### config.mk
export PLATFORM = sky130hd
export DESIGN_NAME = apb_interconnect_flat
export DESIGN_NICKNAME = d
export VERILOG_FILES = /design/src/rtl/apb_interconnect_if.sv /design/src/rtl/apb_interconnect.sv /design/src/flat_wrapper.sv
export SDC_FILE = /design/constraint.sdc
export NUM_CORES = 1
export LEC_CHECK = 0
export BUFFER_PORTS_ARGS = -buffer_cell sky130_fd_sc_hd__buf_2
export CORE_MARGIN = 8
export CORE_UTILIZATION = 28
export CTS_BUF_LIST = sky130_fd_sc_hd__clkbuf_4 sky130_fd_sc_hd__clkbuf_8
export CTS_CLUSTER_DIAMETER = 30
export DETAILED_ROUTE_END_ITERATION = 8
export GPL_ROUTABILITY_DRIVEN = 0
export PLACE_DENSITY_LB_ADDON = 0.12
export SETUP_SLACK_MARGIN = 0.15
export SYNTH_ARGS = -nofsm -noshare
export SYNTH_HDL_FRONTEND = slang
export SYNTH_SLANG_ARGS = --single-unit
### constraint.sdc
create_clock -name PCLK -period 4.1 [get_ports PCLK]
set_clock_uncertainty 0.15 [all_clocks]
set_input_delay 0.82 -clock PCLK [delete_from_list [all_inputs] [get_ports PCLK]]
set_output_delay 0.82 -clock PCLK [all_outputs]
set_load 0.01 [all_outputs]
### src/rtl/apb_interconnect_if.sv
// APB requester bus plus fanned-out completer buses for apb_interconnect.
// master: environment (requester and completers); slave: the fabric.
interface apb_interconnect_if #(
  parameter int NUM_SLAVES = 4,
  parameter int ADDR_W     = 32,
  parameter int DATA_W     = 32,
  parameter int SLOT_LSB   = 4,
  parameter int SEL_W      = 4
);
  localparam int SA_W = SLOT_LSB + SEL_W;

  logic [ADDR_W-1:0]            PADDR;
  logic [DATA_W-1:0]            PWDATA;
  logic                         PWRITE;
  logic                         PSEL;
  logic                         PENABLE;
  logic [DATA_W-1:0]            PRDATA;
  logic                         PREADY;
  logic                         PSLVERR;

  logic [NUM_SLAVES-1:0]        s_PSEL;
  logic [SA_W-1:0]              s_PADDR;
  logic [DATA_W-1:0]            s_PWDATA;
  logic                         s_PWRITE;
  logic                         s_PENABLE;
  logic [NUM_SLAVES*DATA_W-1:0] s_PRDATA;
  logic [NUM_SLAVES-1:0]        s_PREADY;
  logic [NUM_SLAVES-1:0]        s_PSLVERR;

  modport master (
    output PADDR, PWDATA, PWRITE, PSEL, PENABLE,
    input  PRDATA, PREADY, PSLVERR,
    input  s_PSEL, s_PADDR, s_PWDATA, s_PWRITE, s_PENABLE,
    output s_PRDATA, s_PREADY, s_PSLVERR
  );

  modport slave (
    input  PADDR, PWDATA, PWRITE, PSEL, PENABLE,
    output PRDATA, PREADY, PSLVERR,
    output s_PSEL, s_PADDR, s_PWDATA, s_PWRITE, s_PENABLE,
    input  s_PRDATA, s_PREADY, s_PSLVERR
  );
endinterface

### src/rtl/apb_interconnect.sv
// APB 1-to-N slot-decoded fabric with unmapped/timeout error response,
// protocol-phase checking and error accounting.
module apb_interconnect #(
  parameter int NUM_SLAVES = 4,
  parameter int ADDR_W     = 32,
  parameter int DATA_W     = 32,
  parameter int SLOT_LSB   = 4,
  parameter int SEL_W      = 4,
  parameter int TIMEOUT    = 16
) (
  input  logic              PCLK,
  input  logic              PRESET,
  apb_interconnect_if.slave bus,
  input  logic              err_clr,
  output logic [15:0]       err_count,
  output logic [ADDR_W-1:0] last_err_addr,
  output logic              proto_err
);
  typedef enum logic [1:0] {IDLE, SETUP, ACCESS} state_t;

  localparam int          SA_W   = SLOT_LSB + SEL_W;
  localparam logic [15:0] TO_LIM = 16'(TIMEOUT);

  state_t                r_state, w_cur, w_nxt;
  logic [SEL_W-1:0]      w_slot;
  logic                  w_mapped;
  logic [NUM_SLAVES-1:0] w_sel;
  logic                  w_srdy, w_serr, w_to;
  logic [DATA_W-1:0]     w_srdata, w_prdata;
  logic                  w_pready, w_pslverr;
  logic                  w_done, w_chg, w_viol;
  logic [15:0]           r_wcnt, r_cnt;
  logic [ADDR_W-1:0]     r_addr, r_last;
  logic [DATA_W-1:0]     r_wdata;
  logic                  r_write, r_proto;

  assign w_slot   = bus.PADDR[SLOT_LSB +: SEL_W];
  assign w_mapped = 32'(w_slot) < NUM_SLAVES;

  always_comb begin
    w_sel    = '0;
    w_srdy   = 1'b1;
    w_serr   = 1'b0;
    w_srdata = '0;
    for (int i = 0; i < NUM_SLAVES; i++) begin
      if (w_slot == SEL_W'(i)) begin
        w_sel[i] = bus.PSEL;
        w_srdy   = bus.s_PREADY[i];
        w_serr   = bus.s_PSLVERR[i];
        w_srdata = bus.s_PRDATA[i*DATA_W +: DATA_W];
      end
    end
  end

  // A completer ready in the timeout cycle takes priority over the override
  assign w_to = (TIMEOUT != 0) && (r_state == ACCESS) && bus.PSEL &&
                w_mapped && !w_srdy && (r_wcnt == TO_LIM);

  always_comb begin
    w_pready  = 1'b1;
    w_pslverr = 1'b0;
    w_prdata  = '0;
    if (bus.PSEL) begin
      if (!w_mapped) begin
        w_pslverr = bus.PENABLE;
      end else if (w_to) begin
        w_pslverr = 1'b1;
      end else begin
        w_pready  = w_srdy;
        w_pslverr = w_serr;
        w_prdata  = w_srdata;
      end
    end
  end

  // A setup cycle is recognised in the same cycle it appears on the bus,
  // so back-to-back transfers go ACCESS -> SETUP with no idle gap.
  always_comb begin
    w_cur = r_state;
    if (r_state == IDLE && bus.PSEL && !bus.PENABLE) w_cur = SETUP;
    w_nxt = IDLE;
    case (w_cur)
      SETUP:   w_nxt = ACCESS;
      ACCESS:  w_nxt = w_pready ? IDLE : ACCESS;
      default: w_nxt = IDLE;
    endcase
  end

  assign w_done = bus.PSEL && bus.PENABLE && w_pready;
  assign w_chg  = (bus.PADDR != r_addr) || (bus.PWRITE != r_write) ||
                  (bus.PWDATA != r_wdata);
  assign w_viol = ((w_cur == IDLE) && bus.PENABLE) ||
                  ((r_state == ACCESS) && bus.PSEL &&
                   (!bus.PENABLE || w_chg));

  always_ff @(posedge PCLK or posedge PRESET) begin
    if (PRESET) begin
      r_state <= IDLE;
      r_wcnt  <= '0;
      r_addr  <= '0;
      r_wdata <= '0;
      r_write <= 1'b0;
    end else begin
      r_state <= w_nxt;
      if (w_cur == SETUP)
        r_wcnt <= '0;
      else if (r_state == ACCESS && !w_srdy && r_wcnt != 16'hFFFF)
        r_wcnt <= r_wcnt + 16'd1;
      if (w_cur != IDLE) begin
        r_addr  <= bus.PADDR;
        r_wdata <= bus.PWDATA;
        r_write <= bus.PWRITE;
      end
    end
  end

  always_ff @(posedge PCLK or posedge PRESET) begin
    if (PRESET) begin
      r_cnt   <= '0;
      r_last  <= '0;
      r_proto <= 1'b0;
    end else if (err_clr) begin
      r_cnt   <= '0;
      r_last  <= '0;
      r_proto <= 1'b0;
    end else begin
      if (w_done && w_pslverr) begin
        if (r_cnt != 16'hFFFF) r_cnt <= r_cnt + 16'd1;
        r_last <= bus.PADDR;
      end
      if (w_viol) r_proto <= 1'b1;
    end
  end

  assign bus.PRDATA    = w_prdata;
  assign bus.PREADY    = w_pready;
  assign bus.PSLVERR   = w_pslverr;
  assign bus.s_PSEL    = w_sel;
  assign bus.s_PADDR   = bus.PADDR[SA_W-1:0];
  assign bus.s_PWDATA  = bus.PWDATA;
  assign bus.s_PWRITE  = bus.PWRITE;
  assign bus.s_PENABLE = bus.PENABLE;

  assign err_count     = r_cnt;
  assign last_err_addr = r_last;
  assign proto_err     = r_proto;
endmodule

### src/flat_wrapper.sv
// flat-port wrapper written by rule: the top's interface ports become plain ports
module apb_interconnect_flat 
#(
  parameter int NUM_SLAVES = 4,
  parameter int ADDR_W     = 32,
  parameter int DATA_W     = 32,
  parameter int SLOT_LSB   = 4,
  parameter int SEL_W      = 4,
  parameter int TIMEOUT    = 16
)
  (PCLK, PRESET, err_clr, err_count, last_err_addr, proto_err, bus_PADDR, bus_PWDATA, bus_PWRITE, bus_PSEL, bus_PENABLE, bus_PRDATA, bus_PREADY, bus_PSLVERR, bus_s_PSEL, bus_s_PADDR, bus_s_PWDATA, bus_s_PWRITE, bus_s_PENABLE, bus_s_PRDATA, bus_s_PREADY, bus_s_PSLVERR);
  apb_interconnect_if #(.NUM_SLAVES(NUM_SLAVES), .ADDR_W(ADDR_W), .DATA_W(DATA_W), .SLOT_LSB(SLOT_LSB), .SEL_W(SEL_W)) bus_i ();
  input  logic PCLK;
  input  logic PRESET;
  input  logic err_clr;
  output logic [15:0] err_count;
  output logic [ADDR_W-1:0] last_err_addr;
  output logic proto_err;
  input wire logic [$bits(bus_i.PADDR)-1:0] bus_PADDR;
  input wire logic [$bits(bus_i.PWDATA)-1:0] bus_PWDATA;
  input wire logic [$bits(bus_i.PWRITE)-1:0] bus_PWRITE;
  input wire logic [$bits(bus_i.PSEL)-1:0] bus_PSEL;
  input wire logic [$bits(bus_i.PENABLE)-1:0] bus_PENABLE;
  output wire logic [$bits(bus_i.PRDATA)-1:0] bus_PRDATA;
  output wire logic [$bits(bus_i.PREADY)-1:0] bus_PREADY;
  output wire logic [$bits(bus_i.PSLVERR)-1:0] bus_PSLVERR;
  output wire logic [$bits(bus_i.s_PSEL)-1:0] bus_s_PSEL;
  output wire logic [$bits(bus_i.s_PADDR)-1:0] bus_s_PADDR;
  output wire logic [$bits(bus_i.s_PWDATA)-1:0] bus_s_PWDATA;
  output wire logic [$bits(bus_i.s_PWRITE)-1:0] bus_s_PWRITE;
  output wire logic [$bits(bus_i.s_PENABLE)-1:0] bus_s_PENABLE;
  input wire logic [$bits(bus_i.s_PRDATA)-1:0] bus_s_PRDATA;
  input wire logic [$bits(bus_i.s_PREADY)-1:0] bus_s_PREADY;
  input wire logic [$bits(bus_i.s_PSLVERR)-1:0] bus_s_PSLVERR;
  assign bus_i.PADDR = bus_PADDR;
  assign bus_i.PWDATA = bus_PWDATA;
  assign bus_i.PWRITE = bus_PWRITE;
  assign bus_i.PSEL = bus_PSEL;
  assign bus_i.PENABLE = bus_PENABLE;
  assign bus_PRDATA = bus_i.PRDATA;
  assign bus_PREADY = bus_i.PREADY;
  assign bus_PSLVERR = bus_i.PSLVERR;
  assign bus_s_PSEL = bus_i.s_PSEL;
  assign bus_s_PADDR = bus_i.s_PADDR;
  assign bus_s_PWDATA = bus_i.s_PWDATA;
  assign bus_s_PWRITE = bus_i.s_PWRITE;
  assign bus_s_PENABLE = bus_i.s_PENABLE;
  assign bus_i.s_PRDATA = bus_s_PRDATA;
  assign bus_i.s_PREADY = bus_s_PREADY;
  assign bus_i.s_PSLVERR = bus_s_PSLVERR;
  apb_interconnect #(.NUM_SLAVES(NUM_SLAVES), .ADDR_W(ADDR_W), .DATA_W(DATA_W), .SLOT_LSB(SLOT_LSB), .SEL_W(SEL_W), .TIMEOUT(TIMEOUT)) u_core (.PCLK(PCLK), .PRESET(PRESET), .bus(bus_i), .err_clr(err_clr), .err_count(err_count), .last_err_addr(last_err_addr), .proto_err(proto_err));
endmodule
==> results of run 1 <==
-- per-layer routing --
layer / part of all wire (%) / global-route usage [%]
met1: 42 / 19.1
met2: 49 / 27.3
met3: 6.5 / 5.03
met4: 1.8 / 5.21
met5: 0.17 / 0
-- how the worst min path moves through the flow --
stage	start	to	cells after the start
3_3_place_gp	u_core.r_addr[9]	u_core.r_addr[9]	1
4_1_cts	u_core.r_wdata[9]	u_core.r_wdata[9]	1
5_1_grt	u_core.r_addr[9]	u_core.r_addr[9]	1
2_1_floorplan	u_core.r_addr[6]	u_core.r_addr[6]	2
6_report	u_core.r_wdata[9]	u_core.r_wdata[9]	1
3_5_place_dp	u_core.r_wdata[9]	u_core.r_wdata[9]	1
-- worst max-delay path, cell delays in order, from the launching register on --
cell and delay, ps:
dfrtp_2 440, or4_1 530, or4_1 510, or3_4 450
nand2_4 120, clkbuf_16 190, nor3_1 60, buf_2 140
-- cells in the final DEF (no fill, tap or decap), types with 3 or more instances in the layout --
cell type   Yosys  final
a221oi_1        5      5
nor2b_1         3      3
and2_1          3      3
mux2_2         65     65
nor4_1         17     17
a21oi_1        44     44
inv_6           0      4
ha_1            3      3
xnor2_1        19     19
o21ai_0        36     36
nor3_1         17     17
dfrtp_1       131    130
nand3_1        15     15
or4_1           6      6
clkinvlp_4      0      5
nor2_1         67     67
buf_4          42     12
nand4_1        13     13
inv_1          34     33
xor2_1         42     42
nand2_1       109    108
clkbuf_8        2     19
o22ai_1        15     15
buf_2           0    334
buf_12          0      4
o2bb2ai_1       8      8
and3_1          5      5
o221ai_1       24     24
nand3b_1       23     23
or3_1           4      3
-- timing repair --
action / in CTS / in global routing
pin swaps: 0 / 0
endpoints found under the hold margin: 0 / 0
setup endpoints to repair: 32 / 32
gates cloned: 0 / 1
resized for setup: 4 / 3
-- cells by family (layout without fill, tap and decap cells) --
group,Yosys count,count (layout),share of synthesized area [%]
AOI/OAI and AO/OA,154,154,13.1
xor gates and xnor gates,61,61,6.93
adders and majority gates,3,3,0.487
buffers and inverters,122,417,8.52
DFF,131,131,42.5
muxes,68,68,10.3
other,0,2,0
and+or+nand+nor,293,293,18.2
-- layout make-up --
cell class                 count  area, µm²  share of cell area, %
antenna                        2       5.00                 0.0507
clock buffer                  20        269                   2.72
timing repair buffer         351       1870                   18.9
clock inverter                12       98.8                   1.00
sequential                   131       3280                   33.2
inverter                      34        131                   1.33
tap                          341        427                   4.32
multi-input combinational    579       3800                   38.5
-- power groups by stage --
stage                     Clock [mW]  Sequential, mW  Combinational (mW)
after global placement             0            1.50               0.684
after detailed placement           0            1.50               0.688
after CTS                       1.09            1.48               0.692
after floorplan                    0            1.49               0.422
after global routing            1.15            1.49               0.752
final                           1.04            1.48               0.676
-- registers in the layout (all words and copies together), names as in the netlist --
register / cells
u_core.r_wdata: 32
u_core.last_err_addr: 32
u_core.r_write: 1
u_core.r_state: 1
u_core.r_addr: 32
u_core.proto_err: 1
u_core.err_count: 16
u_core.r_wcnt: 16
-- through the flow --
stage	hold WS, ps	util (%)
6_report	361	36.6
5_1_grt	375	36.6
4_1_cts	363	36.4
3_5_place_dp	343	35.0
3_3_place_gp	339	35.0
2_1_floorplan	321	-
==> key figures, run 1 <==
Worst setup path
  – R2R cell count: 7
  – Worst Setup SP: u_core.r_wcnt[5]
  – CP Capture Point: bus_PRDATA[25]
  – R2R setup slack: 640 ps
  – Arrival @ worst endpoint: 2870 ps
  – Element type at the critical path end: primary output
  – FF-to-FF End: u_core.last_err_addr[5]
  – Critical Path Fanout Max: 16
  – Worst path required time: 3130 ps
  – Startpoint Class: flip-flop
  – Crit Path Class: reg -> out
  – FF-to-FF Start: u_core.r_wcnt[5]

Global routing
  – Vias in the first global route: 7321
  – First-pass GRT wire length: 41.9 mm
  – Initial antenna violation count: 6
  – Pin count of the biggest net entering global routing: 73
  – GRT Total Usage: 16.1%
  – GRT overflow: 0

Layout
  – Design Area, Final: 9880 µm²
  – Share of layout cells above drive strength 1: 41.3%
  – Area Growth Syn to Fin: 28.1%
  – Final Instance Count excl. Fillers: 1470
  – Final #Nets: 1323
  – Number of fill cells in the layout: 2858

Die
  – Die Width: 182 µm
  – Starting density of the core: 28.5%
  – Die footprint: 33100 µm²
  – IO Count: 335
  – Site row count: 60
  – Die Ht: 182 µm
  – Core area: 27000 µm²

Synth
  – Syn Nets: 1041
  – Mapped Area: 7710 µm²
  – Seq/Total Area, Yosys: 42.5%
  – Leading area contributor after synthesis: dfrtp_1
  – Synth Instances: 832
  – Post-synthesis register bit count: 131
  – Post-synth top cells: dfrtp_1, nand2_1, nor2_1
  – Syn avg cell area: 9.27 µm²
  – Most common cell in the netlist: dfrtp_1
  – FFs w/ async S/R, synth: 100%
  – Yosys top cell area share: 42.5%
  – Ys flop type: dfrtp_1
  – Syn. warnings: 0
  – Post-synth EDFFs: 0
  – Ranking of synthesized cells by area: dfrtp_1, mux2_2, nand2_1, xor2_1, buf_4
  – Cell variety after synth: 59

Placed design
  – Port buffer count: 334
  – DP Area: 9460 µm²
  – Inst Count DP: 1435
  – HPWL Detailed: 21.3 mm
  – DP Worst Slack: 203 ps

STA
  – Fmax: 0.261 GHz
  – Final setup margin: 263 ps
  – Slew Limit Fails: 0
  – Fin Setup TNS: 0 ps
  – Final period utilization: 93.6%
  – Fin. Hold Viols: 0
  – Worst Max-Slew Pin Slew: 980 ps
  – RSZ-0062 raised after global routing: no
  – Crit path time final: 3840 ps
  – Final setup viols: 0
  – Worst slew margin: 34.6%

Detailed routing
  – Routed Antenna Nets: 0
  – Initial drt markers: 367
  – Drt pass-1 iters: 4
  – Vias per cell: 4.85
  – Via count: 7132
  – Total Wirelength: 27.8 mm
  – DR DRC count: 0
  – Wire length per cell: 18.9 µm

Power and ir drop
  – Switch share: 31.2%
  – Combinational power share: 21.2%
  – Clock power share: 32.5%
  – Sequential share of power: 46.3%
  – Power Total: 3.19 mW
  – P_sw: 994 µW
  – Worst vdd ir: 0.000162 V
  – Power Dens Cells: 323 nW/µm²
  – Leak: 4.71 nW
  – Internal: 2.19 mW

Clock network
  – Post-CTS Setup Repair Bufs: 0
  – TritonCTS buffer count: 17
  – Htree depth: 4
  – Hold Buf Count CTS: 0
  – Clk slew on worst S/H paths: 80 ps
  – CTS Root Buffer Type: clkbuf_8
  – Worst-skew pair later-pin latency: 440 ps
  – Clk sink count: 131
  – CTS tree: yes
  – Clock buffer depth: 2

Outcome
  – Run status: finished clean

Min path
  – Hold Path Class: reg -> reg

Job
  – Max-Cap Viols: 0
No activity file was read; power rests on OpenSTA's default activity.
==> run 2, diff against run 1 <==
CORE_MARGIN = 5   (was 8)
==> key figures, run 2 (synthesis gave the netlist of run 1 again) <==
Die
  – Die Ht: 176 µm (was 182 µm)
  – Die Width: 176 µm (was 182 µm)
  – Site row count: 60 (unchanged)
  – Starting density of the core: 28.5% (unchanged)
  – IO Count: 335 (unchanged)
  – Die footprint: 31000 µm² (was 33100 µm²)
  – Core area: 27000 µm² (unchanged)

Worst setup path
  – Worst Setup SP: u_core.r_wcnt[5] (unchanged)
  – Element type at the critical path end: primary output (unchanged)
  – FF-to-FF Start: u_core.r_wcnt[5] (unchanged)
  – Startpoint Class: flip-flop (unchanged)
  – Slowest CP cell: or4_1 (unchanged)
  – Worst-path cell chain: or4_1 -> or4_1 -> or3_4 -> nand2_4 -> buf_12 -> nor3_1 -> buf_2 (was or4_1 -> or4_1 -> or3_4 -> nand2_4 -> clkbuf_16 -> nor3_1 -> buf_2)
  – CP most frequent cell: or4_1 (unchanged)
  – Max stage delay on crit path: 530 ps (about the same)
  – Critical Path Fanout Max: 16 (unchanged)
  – Worst path required time: 3130 ps (about the same)
  – Arrival @ worst endpoint: 2830 ps (was 2870 ps)
  – Crit Path Class: reg -> out (unchanged)

STA
  – Final period utilization: 92.6% (was 93.6%)
  – Fin Setup TNS: 0 ps (unchanged)
  – Worst slew margin: 38.2% (was 34.6%)
  – Worst Max-Slew Pin Slew: 924 ps (was 980 ps)
  – Fin. Hold Viols: 0 (unchanged)
  – Final setup margin: 305 ps (was 263 ps)
  – RSZ-0062 raised after global routing: no (unchanged)
  – Final setup viols: 0 (unchanged)
  – Slew Limit Fails: 0 (unchanged)
  – Crit path time final: 3800 ps (was 3840 ps)
  – Fmax: 0.263 GHz (was 0.261 GHz)

Placed design
  – DP Area: 9460 µm² (about the same)
  – DP Worst Slack: 154 ps (was 203 ps)
  – HPWL Detailed: 20.6 mm (was 21.3 mm)
  – Port buffer count: 334 (unchanged)

Detailed routing
  – Total Wirelength: 27.1 mm (was 27.8 mm)
  – Drt pass-1 iters: 5 (was 4)
  – Routed Antenna Nets: 0 (unchanged)
  – Via count: 7054 (was 7132)
  – Initial drt markers: 347 (was 367)
  – Wire length per cell: 18.5 µm (was 18.9 µm)
  – DR DRC count: 0 (unchanged)
  – Vias per cell: 4.80 (was 4.85)

Job
  – Max-Cap Viols: 0 (unchanged)

Layout
  – Most common cell after layout, fill and taps aside: buf_2 (unchanged)
  – Design Area, Final: 9930 µm² (was 9880 µm²)
  – Most frequent cells in the layout: buf_2, dfrtp_1, nand2_1 (unchanged)
  – Final #Nets: 1322 (was 1323)
  – Area Growth Syn to Fin: 28.8% (was 28.1%)
  – Share of layout cells above drive strength 1: 41.1% (was 41.3%)

Clock network
  – Worst-skew pair later-pin latency: 440 ps (about the same)
  – Clk sink count: 131 (unchanged)
  – Clock buffer depth: 2 (unchanged)
  – Htree depth: 4 (unchanged)
  – Clk slew on worst S/H paths: 80 ps (about the same)
  – CTS Root Buffer Type: clkbuf_8 (unchanged)
  – CTS tree: yes (unchanged)
  – TritonCTS buffer count: 17 (unchanged)

Power and ir drop
  – Sequential share of power: 44.8% (was 46.3%)
  – Clock power share: 34.5% (was 32.5%)
  – P_sw: 990 µW (was 994 µW)
  – Worst vdd ir: 0.000164 V (was 0.000162 V)
  – Internal: 2.30 mW (was 2.19 mW)
  – Power Dens Cells: 331 nW/µm² (was 323 nW/µm²)
  – Switch share: 30.1% (was 31.2%)
  – Leak: 4.74 nW (was 4.71 nW)
  – Combinational power share: 20.7% (was 21.2%)

Global routing
  – GRT overflow: 0 (unchanged)
  – Vias in the first global route: 7019 (was 7321)
  – GRT Total Usage: 16.7% (was 16.1%)
  – First-pass GRT wire length: 40.8 mm (was 41.9 mm)
  – Pin count of the biggest net entering global routing: 64 (was 73)
  – Initial antenna violation count: 5 (was 6)

Min path
  – Hold path start: u_core.r_wdata[8] (was u_core.r_wdata[9])
  – Hold Path Class: reg -> reg (unchanged)

Outcome
  – Run status: finished clean (unchanged)
==> run 2: cell types whose count changed in the layout (fill, tap and decap cells not counted) <==
cell / delta
clkbuf_8: -1
buf_4: -3
clkinv_2: +1
buf_12: +2
bufinv_16: +2
dfrtp_2: -1
dfrtp_1: +1
clkinvlp_4: -2
==> run 2: worst paths after layout <==
| path | to | slack, ps | cells past startpoint |
|---|---|---|---|
| setup / recovery | bus_PRDATA[29] | 300 | 7 |
| max in group asynchronous | u_core.r_wdata[15] | 2610 | 3 |
| setup reg to reg | u_core.last_err_addr[30] | 540 | 8 |
| hold / removal | u_core.r_wdata[8] | 360 | 1 |
| min in group asynchronous | u_core.last_err_addr[24] | 400 | 2 |
| hold reg to reg | u_core.r_wdata[8] | 360 | 1 |
==> run 2: area by class of cell <==
class                           instances  area [µm²]
Timing Repair Buffer                  350        1880
Clock buffer                           19         255
Multi-Input combinational cell        579        3800
Fill cell                            2851       17100
Tap cell                              341         427
Sequential cell                       131        3280
Antenna cell                            2        5.00
Inverter                               34         131
Clock inverter                         13         149
==> run 2: timing repair <==
action | CTS | global route
hold buffers | 0 | 0
gates cloned | 0 | 1
pin swaps | 1 | 1
setup buffers | 0 | 2
gates resized for setup | 4 | 2
endpoints found under the setup margin | 32 | 32
==> run 2: routing by layer <==
layer  wire length [µm]  up-vias  track usage [%]
li1                   -     3454                -
met1              11300     3323             20.8
met2              13700      245             29.4
met3               1870       24             4.54
met4                209        8             3.15
met5                 42        -                0
==> run 2: power groups by stage <==
stage	clock network [mW]	logic, mW	registers (mW)
after floorplan	0	0.422	1.49
after global placement	0	0.686	1.50
after detailed placement	0	0.691	1.50
final	1.14	0.681	1.47
after CTS	1.19	0.694	1.47
after global routing	1.24	0.757	1.49
==> run 2: critical path: cells and delay by family, from the launching register on <==
family	cells	cell delay [ps]
buffers and inverters	2	310
AND/OR/NAND/NOR	5	1650
flip-flops	1	410
==> run 2: metrics by stage <==
step	util, %	cells	hold WS, ps	total power, mW
after floorplan	-	832	321	1.92
final	36.8	1469	362	3.29
after detailed placement	35.0	1432	343	2.19
after global routing	36.7	1467	376	3.49
after global placement	35.0	1432	338	2.18
after CTS	36.6	1464	362	3.36
